### config.mk
export PLATFORM = sky130hd
export DESIGN_NAME = alu_arbiter
export DESIGN_NICKNAME = d
export VERILOG_FILES = /design/src/rtl/alu_arbiter.sv
export SDC_FILE = /design/constraint.sdc
export NUM_CORES = 1
export LEC_CHECK = 0
export CAP_MARGIN = 0
export CORE_MARGIN = 1
export CORE_UTILIZATION = 40
export DETAILED_ROUTE_END_ITERATION = 10
export GPL_TIMING_DRIVEN = 0
export PLACE_DENSITY_LB_ADDON = 0.12
export RECOVER_POWER = 50
export REMOVE_ABC_BUFFERS = 1
export SETUP_SLACK_MARGIN = 0.5
export SYNTH_ARGS = -nofsm -noshare
export SYNTH_HDL_FRONTEND = slang
export SYNTH_SLANG_ARGS = --single-unit
### constraint.sdc
create_clock -name clk -period 2.2 [get_ports clk]
set_input_delay 0.66 -clock clk [delete_from_list [all_inputs] [get_ports clk]]
set_output_delay 0.66 -clock clk [all_outputs]
set_load 0.03 [all_outputs]
### src/rtl/alu_arbiter.sv
// alu_arbiter: shares one ALU and its operand-source mux between two
// requesters (0 = execute stage, 1 = branch/address-calc unit).
// Round-robin arbitration by default; define ALU_ARB_FIXED_PRIO_EN to give
// requester 0 fixed priority on ties.
module alu_arbiter #(
   parameter int REGISTER_DATA_BIT_WIDTH = 16,
   parameter int DATA_2_WIDTH            = 4,
   parameter int OP_WIDTH                = 4,
   parameter int ALU_LATENCY             = 1
) (
   input  logic                               clk,
   input  logic                               rst,
   input  logic                               req_0,
   input  logic [REGISTER_DATA_BIT_WIDTH-1:0] a_0,
   input  logic [REGISTER_DATA_BIT_WIDTH-1:0] b_0,
   input  logic [DATA_2_WIDTH-1:0]            imm_0,
   input  logic                               src_0,
   input  logic [OP_WIDTH-1:0]                op_0,
   input  logic                               req_1,
   input  logic [REGISTER_DATA_BIT_WIDTH-1:0] a_1,
   input  logic [REGISTER_DATA_BIT_WIDTH-1:0] b_1,
   input  logic [DATA_2_WIDTH-1:0]            imm_1,
   input  logic                               src_1,
   input  logic [OP_WIDTH-1:0]                op_1,
   output logic                               gnt_0,
   output logic                               gnt_1,
   output logic                               rsp_valid_0,
   output logic                               rsp_valid_1,
   output logic [REGISTER_DATA_BIT_WIDTH-1:0] result,
   output logic [REGISTER_DATA_BIT_WIDTH-1:0] alu_data_a,
   output logic [REGISTER_DATA_BIT_WIDTH-1:0] alu_data_1,
   output logic [DATA_2_WIDTH-1:0]            alu_data_2,
   output logic                               alu_src,
   output logic [OP_WIDTH-1:0]                alu_op,
   output logic                               alu_start,
   input  logic [REGISTER_DATA_BIT_WIDTH-1:0] alu_result,
   output logic                               busy
);

   localparam int CNT_W = (ALU_LATENCY > 1) ? $clog2(ALU_LATENCY) : 1;
   localparam logic [CNT_W-1:0] CNT_INIT = CNT_W'(ALU_LATENCY - 1);

   typedef enum logic [1:0] {IDLE, BUSY, DONE} state_t;

   state_t                               state, state_nxt;
   logic [CNT_W-1:0]                     cnt;
   logic                                 last_grant;
   logic                                 winner;
   logic [REGISTER_DATA_BIT_WIDTH-1:0]   a_q, b_q;
   logic [DATA_2_WIDTH-1:0]              imm_q;
   logic                                 src_q;
   logic [OP_WIDTH-1:0]                  op_q;
   logic                                 any_req;
   logic                                 pick;

   // Winner selection for an IDLE edge (1 = requester 1).
   always_comb begin
      any_req = req_0 | req_1;
`ifdef ALU_ARB_FIXED_PRIO_EN
      pick = ~req_0;
`else
      pick = (req_0 & req_1) ? ~last_grant : req_1;
`endif
   end

   // State register.
   always_ff @(posedge clk) begin
      if (rst) state <= IDLE;
      else     state <= state_nxt;
   end

   // Next-state and output decode; grant/start are derived from the first
   // BUSY cycle (counter still at its load value) instead of extra flops.
   always_comb begin
      state_nxt   = state;
      gnt_0       = 1'b0;
      gnt_1       = 1'b0;
      rsp_valid_0 = 1'b0;
      rsp_valid_1 = 1'b0;
      alu_start   = 1'b0;
      alu_data_a  = '0;
      alu_data_1  = '0;
      alu_data_2  = '0;
      alu_src     = 1'b0;
      alu_op      = '0;
      busy        = (state != IDLE);
      case (state)
         IDLE: begin
            if (any_req) state_nxt = BUSY;
         end
         BUSY: begin
            alu_data_a = a_q;
            alu_data_1 = b_q;
            alu_data_2 = imm_q;
            alu_src    = src_q;
            alu_op     = op_q;
            alu_start  = (cnt == CNT_INIT);
            gnt_0      = alu_start & ~winner;
            gnt_1      = alu_start & winner;
            if (cnt == '0) state_nxt = DONE;
         end
         DONE: begin
            rsp_valid_0 = ~winner;
            rsp_valid_1 = winner;
            state_nxt   = IDLE;
         end
         default: state_nxt = IDLE;
      endcase
   end

   // Operand capture, latency counter, round-robin pointer and result.
   always_ff @(posedge clk) begin
      if (rst) begin
         cnt        <= '0;
         last_grant <= 1'b1;
         winner     <= 1'b0;
         a_q        <= '0;
         b_q        <= '0;
         imm_q      <= '0;
         src_q      <= 1'b0;
         op_q       <= '0;
         result     <= '0;
      end else begin
         case (state)
            IDLE: begin
               if (any_req) begin
                  winner     <= pick;
                  last_grant <= pick;
                  cnt        <= CNT_INIT;
                  a_q        <= pick ? a_1   : a_0;
                  b_q        <= pick ? b_1   : b_0;
                  imm_q      <= pick ? imm_1 : imm_0;
                  src_q      <= pick ? src_1 : src_0;
                  op_q       <= pick ? op_1  : op_0;
               end
            end
            BUSY: begin
               if (cnt == '0) result <= alu_result;
               else           cnt    <= cnt - CNT_W'(1);
            end
            default: ;
         endcase
      end
   end

endmodule

==> results of run 1 <==
state kept, by name, summed over array words and instances (netlist names):
signal and count:
a_q 16, b_q 16, result 16, imm_q 4, op_q 4, state 2
last_grant 1, src_q 1, winner 1
layout make-up:
| type | instances | area [sq um] | share of cell area (%) |
|---|---|---|---|
| repair buffers | 197 | 1921 | 35.82 |
| multi-input cells | 286 | 1808 | 33.72 |
| repair inverters | 5 | 72.57 | 1.354 |
| clock inverters | 1 | 5.005 | 0.09335 |
| well taps | 99 | 123.9 | 2.310 |
| inverters | 2 | 25.02 | 0.4667 |
| clock buffers | 13 | 178.9 | 3.337 |
| flip-flops and latches | 61 | 1227 | 22.89 |
kinds of logic after synthesis:
family / Yosys count
flops: 61
simple gates: 169
buf+inv: 38
compound gates: 103
cell usage after synthesis (all sizes together), types with 2 or more instances:
cell / instances / area, sq um
clkbuf: 11 / 45.05
nor2: 5 / 33.78
dfxtp: 61 / 1221
nand2: 116 / 435.4
inv: 2 / 7.500
a311oi: 41 / 452.9
and2: 42 / 262.8
buf: 25 / 185.2
a21oi: 58 / 290.3
worst paths after layout:
kind | to | slack (ns) | startpoint | depth (start not counted)
hold reg to reg | result[5] | 0.46 | result[5] | 2
setup reg to reg | op_q[2] | 0.25 | state[1] | 8
hold / removal | result[5] | 0.46 | result[5] | 2
setup / recovery | alu_data_1[4] | 0.1 | state[1] | 5
per-layer routing:
metal,global-route usage (%),wire length (um)
met4,18.62,366
met1,36.06,4988
met3,8.769,1205
met2,53.85,6233
met5,0,0
stage by stage:
step                      worst slack (ns)  std cells  hold WS, ns  setup TNS [ns]
final                              0.09810        664       0.4576               0
after global placement              -1.174        598       0.4410         -109.95
after CTS                           0.1686        656       0.4562               0
after detailed placement            -1.074        599       0.4470          -71.81
after global routing               0.06666        664       0.4680               0
after floorplan                    -0.1031        335       0.4782          -7.862
placed cells by master, fill, tap and decap left out, drive strengths merged, types with 6 or more instances in the layout:
cell / netlist / layout
a311oi: 41 / 41
a21oi: 58 / 58
and2: 42 / 42
buf: 25 / 75
inv: 2 / 6
dfxtp: 61 / 61
nor2: 5 / 11
clkbuf: 11 / 37
nand2: 116 / 116
clkdlybuf4s50: 0 / 98
worst register-to-register path: cells and delay by family (launching register included):
family	cells	cell delay, ns
buffers and inverters	5	0.95
AND/OR/NAND/NOR	2	0.24
flip-flops	1	0.40
AO/OA/AOI/OAI	1	0.27
power breakdown:
part / internal, uW / switching, uW / total, uW / leakage (uW)
clock network: 518 / 410 / 928 / 0.0000974
logic: 533 / 591 / 1120 / 0.00159
registers: 1220 / 73.4 / 1290 / 0.000505
repair_timing:
| item | CTS | global route |
|---|---|---|
| gates cloned | 17 | 2 |
| buffers inserted | 26 | 6 |
| endpoints found under the setup margin | 123 | 104 |
| endpoints found under the hold margin | 0 | 0 |
| pin swaps | 38 | 7 |
| resized for setup | 438 | 29 |
==> impl_metrics.yaml, run 1 <==
status:
  status: "finished, final reports clean"
grt:
  grt_max_degree: 37
  grt_pass1_wl_um: 18330
  gr-usage-all-layers_pct: 31.88
  grt_pass1_vias: 3500
  antenna_found_initial: 0
  overflow: 0
setup_path:
  critPathMaxStageDelay_ns: 0.40
  worstPathRequired_ns: 1.54
  critPathKind: "flop to primary output"
  crit_family: "flip-flops"
  cp_cell_sequence: "nand2b_4 > buf_12 > inv_8 > and2_4 > buf_6"
  critPathBufInv: 3
  slowest_stage: "dfxtp_1"
  path_max_fanout: 7
  end_kind: "primary output"
  worstSetupStartpointType: "flop"
  arrival_ns: 1.44
synth:
  yosysSeqAreaShare_pct: 40.46
  synth_top_family_by_area: "compound AO/OA/AOI/OAI gates"
  synthArstFlopShare_pct: 0
  synth-simple-area-share_pct: 25.58
  syn_avg_cell_area_sq_um: 8.134
  syn-cell-area_sq_mm: 0.003018
  yosys_register_bits: 61
  synth_compound_area_share_pct: 26.08
  synth_flop_cell: "dfxtp_1"
  synth_enable_flop_cells: 0
  synth_fa_ha_area_share_pct: 0
  synth_cells: 371
  yosysUniqueCellTypes: 26
  synthMuxAreaShare_pct: 0
  yosysWarnings: 0
  synthXorXnorAreaFrac_pct: 0
die:
  initial_core_util_pct: 41.39
  die_h_um: 88.86
  die_x_um: 88.86
  core.rowCount: 31
  core_area_sq_mm: 0.007292
  io_pins: 165
  die-area_sq_mm: 0.007896
route:
  wire_per_inst_um: 19.27
  drt_iter0_drc: 146
  drtAntennaViolNets: 0
  drt_first_pass_iters: 4
  vias_per_cell: 5.402
  wl_um: 12790
  drt_drc_violations_left: 0
  vias: 3587
pwr:
  fin_total_pwr_uw: 3344
  p_per_area_mw_per_mm2: 623.8
  p_leak_uw: 0.002189
  vdd_drop_max_v: 0.0003344
placed_design:
  dpl_cell_area_sq_mm: 0.004568
  place.gp.congestion: 0.7102
  place.detailed.hpwl_um: 5700
  placement.io_buffers: 164
timing:
  rsz0062_at_grt: "true"
  setup_viol: 0
  report.final.hold_viol_count: 0
  slew_viol_final: 0
  fmax_ghz: 0.4758
  skew_ns: 0.006099
  post-route-period-util_pct: 95.54
  tightest_slew_ns: 0.7175
  max-slew-margin-rel_pct: 52.17
  min_period_ns: 2.102
clocking:
  clk_latency_ns: 0.33
  htreeDepth: 3
  cts_made_buffers: 9
  cts.path.max_buffers: 2
  cts_sinks: 61
  hold_buffers: 0
  cts_tree: "done"
  path_clk_slew_ns: 0.06
  clockRootBuffer: "clkbuf_8"
final_layout:
  fill_cells: 578
  finalNetCount: 664
  syn2layout_area_growth_pct: 77.65
  design_area_sq_mm: 0.005361
  drive_above_1_share_pct: 30.09
  n_antenna_cell: 0
  fin_util_pct: 73.52
flow_run:
  cap_violations: 0
min_path:
  hold_class: "flop to flop"
(Power assumes the default switching activity.)
==> run 2: changes to the inputs <==
--- a/config.mk
+++ b/config.mk
@@ -6,6 +6,7 @@
 export NUM_CORES = 1
 export LEC_CHECK = 0
 export CAP_MARGIN = 0
+export CORE_ASPECT_RATIO = 2
 export CORE_MARGIN = 1
 export CORE_UTILIZATION = 40
 export DETAILED_ROUTE_END_ITERATION = 10
==> run 2 against run 1 <==
- worst setup slack gained 0.053 ns
- power grew 15%
- core utilization grew 1.3 points
- non-clock buffer count shrank 2
- via count shrank 0.70%
- cell count shrank 1.4%
- clock skew is essentially flat
- highest routed layer unchanged
==> impl_metrics.yaml, run 2 (synthesis gave the netlist of run 1 again) <==
placed_design:
  place.gp.congestion: 0.7366
  placement.io_buffers: 164
  place.detailed.hpwl_um: 5706
  dp_slack_ns: -1.074
route:
  drt_first_pass_iters: 4
  wire_per_inst_um: 19.31
  drtAntennaViolNets: 0
  wl_um: 12650
  vias: 3562
  vias_per_cell: 5.438
  drt_drc_violations_left: 0
  drt_iter0_drc: 144
timing:
  rsz0062_at_grt: "true"
  fin_ws_ns: 0.1515
  skew_ns: 0.006270
  report.final.hold_viol_count: 0
  tightest_slew_ns: 0.8465
  slew_viol_final: 0
  post-route-period-util_pct: 93.12
  hold_ws_ns: 0.4556
  setup_viol: 0
  fmax_ghz: 0.4882
  max-slew-margin-rel_pct: 43.56
  min_period_ns: 2.049
final_layout:
  layout_commonest_cell: "nand2_1"
  top_regs: "a_q x16, b_q x16, result x16"
  n_antenna_cell: 0
  finalNetCount: 660
  drive_above_1_share_pct: 29.31
  syn2layout_area_growth_pct: 80.10
  final_cell_mix: "116 x nand2_1, 98 x clkdlybuf4s50_1, 58 x a21oi_1"
setup_path:
  ff2ff_path_depth: 8
  end_kind: "primary output"
  crit_path_end: "alu_data_a[4]"
  path_max_fanout: 15
  worstSetupStartpointType: "flop"
  reg2reg_from: "state[1]"
  cp_cell_sequence: "nand2b_4 > buf_12 > inv_12 > and2_1 > buf_6"
  slowest_stage: "dfxtp_4"
  critPathKind: "flop to primary output"
  critPathMaxStageDelay_ns: 0.35
  arrival_ns: 1.39
  cp-startpoint: "state[1]"
  timing.rr.end: "a_q[8]"
  worstPathRequired_ns: 1.54
  r2r_slack_ns: 0.19
die:
  die-area_sq_mm: 0.007917
  core_area_sq_mm: 0.007267
  io_pins: 165
  core.rowCount: 44
  initial_core_util_pct: 41.53
  die_h_um: 124.8
  die_x_um: 63.42
clocking:
  cts_sinks: 61
  cts.path.max_buffers: 2
  htreeDepth: 3
  cts_tree: "done"
  clk_latency_ns: 0.33
  clockRootBuffer: "clkbuf_16"
  path_clk_slew_ns: 0.05
  cts_made_buffers: 9
min_path:
  hold_class: "flop to flop"
grt:
  grt_pass1_vias: 3600
  grt_max_degree: 47
  antenna_found_initial: 0
  grt_pass1_wl_um: 19080
  gr-usage-all-layers_pct: 32.15
  overflow: 0
flow_run:
  cap_violations: 0
status:
  status: "finished, final reports clean"
pwr:
  vdd_drop_max_v: 0.0004312
  p_per_area_mw_per_mm2: 708.5
  p_leak_uw: 0.002236
run 2: cell type report:
class	instances	area, sq um
Clock buffer	12	266.5
Clock inverter	4	45.04
Fill cell	587	1832
Inverter	2	25.02
Multi-Input combinational cell	286	1782
Sequential cell	61	1234
Tap cell	92	115.1
Timing Repair Buffer	195	1913
Timing Repair inverter	3	55.05
run 2: worst max-delay path, delay by kind of cell (launching register included):
family                 cells  cell delay (ns)
and+or+nand+nor            2             0.31
buffers and inverters      3             0.39
DFF                        1             0.35
run 2: how the worst min path moves through the flow:
stage | start | endpoint | slack [ns] | cells past startpoint
floorplan | winner | winner | 0.48 | 2
CTS | result[15] | result[15] | 0.45 | 2
global placement | result[7] | result[7] | 0.44 | 2
detailed placement | result[15] | result[15] | 0.45 | 2
global route | result[11] | result[11] | 0.49 | 2
finish | result[4] | result[4] | 0.46 | 2
run 2: routing by layer:
metal	part of all wire, %	global-route usage, %	vias up	routed length (um)
met2	55	59.70	164	6971
met4	3.7	18.45	0	469
met5	0	0	-	0
li1	-	-	1672	-
met1	36	31.56	1695	4520
met3	5.4	6.410	31	684
run 2: power by group:
group | total (uW) | leakage (uW) | internal [uW] | switching, uW
Clock | 1460 | 0.000158 | 962 | 499
Combinational | 1100 | 0.00157 | 523 | 576
Sequential | 1290 | 0.000506 | 1220 | 70.4
run 2: what timing repair did:
item                                   in CTS  in global routing
hold buffers                                0                  0
resized for setup                         399                 62
pin swaps                                   8                  7
buffers inserted                           25                  5
endpoints found under the hold margin       0                  0
gates cloned                               15                  2
setup endpoints to repair                 123                100
run 2: metrics by stage:
step | power [uW] | cell area (sq um) | TNS [ns] | instances | util, %
after floorplan | 1739 | 2788 | -7.862 | 335 | -
after global placement | 2141 | 4544 | -108.75 | 591 | 62.53
after detailed placement | 2159 | 4559 | -72.76 | 592 | 62.74
after CTS | 3818 | 5398 | 0 | 648 | 74.28
after global routing | 3987 | 5435 | 0 | 655 | 74.79
final | 3851 | 5435 | 0 | 655 | 74.79
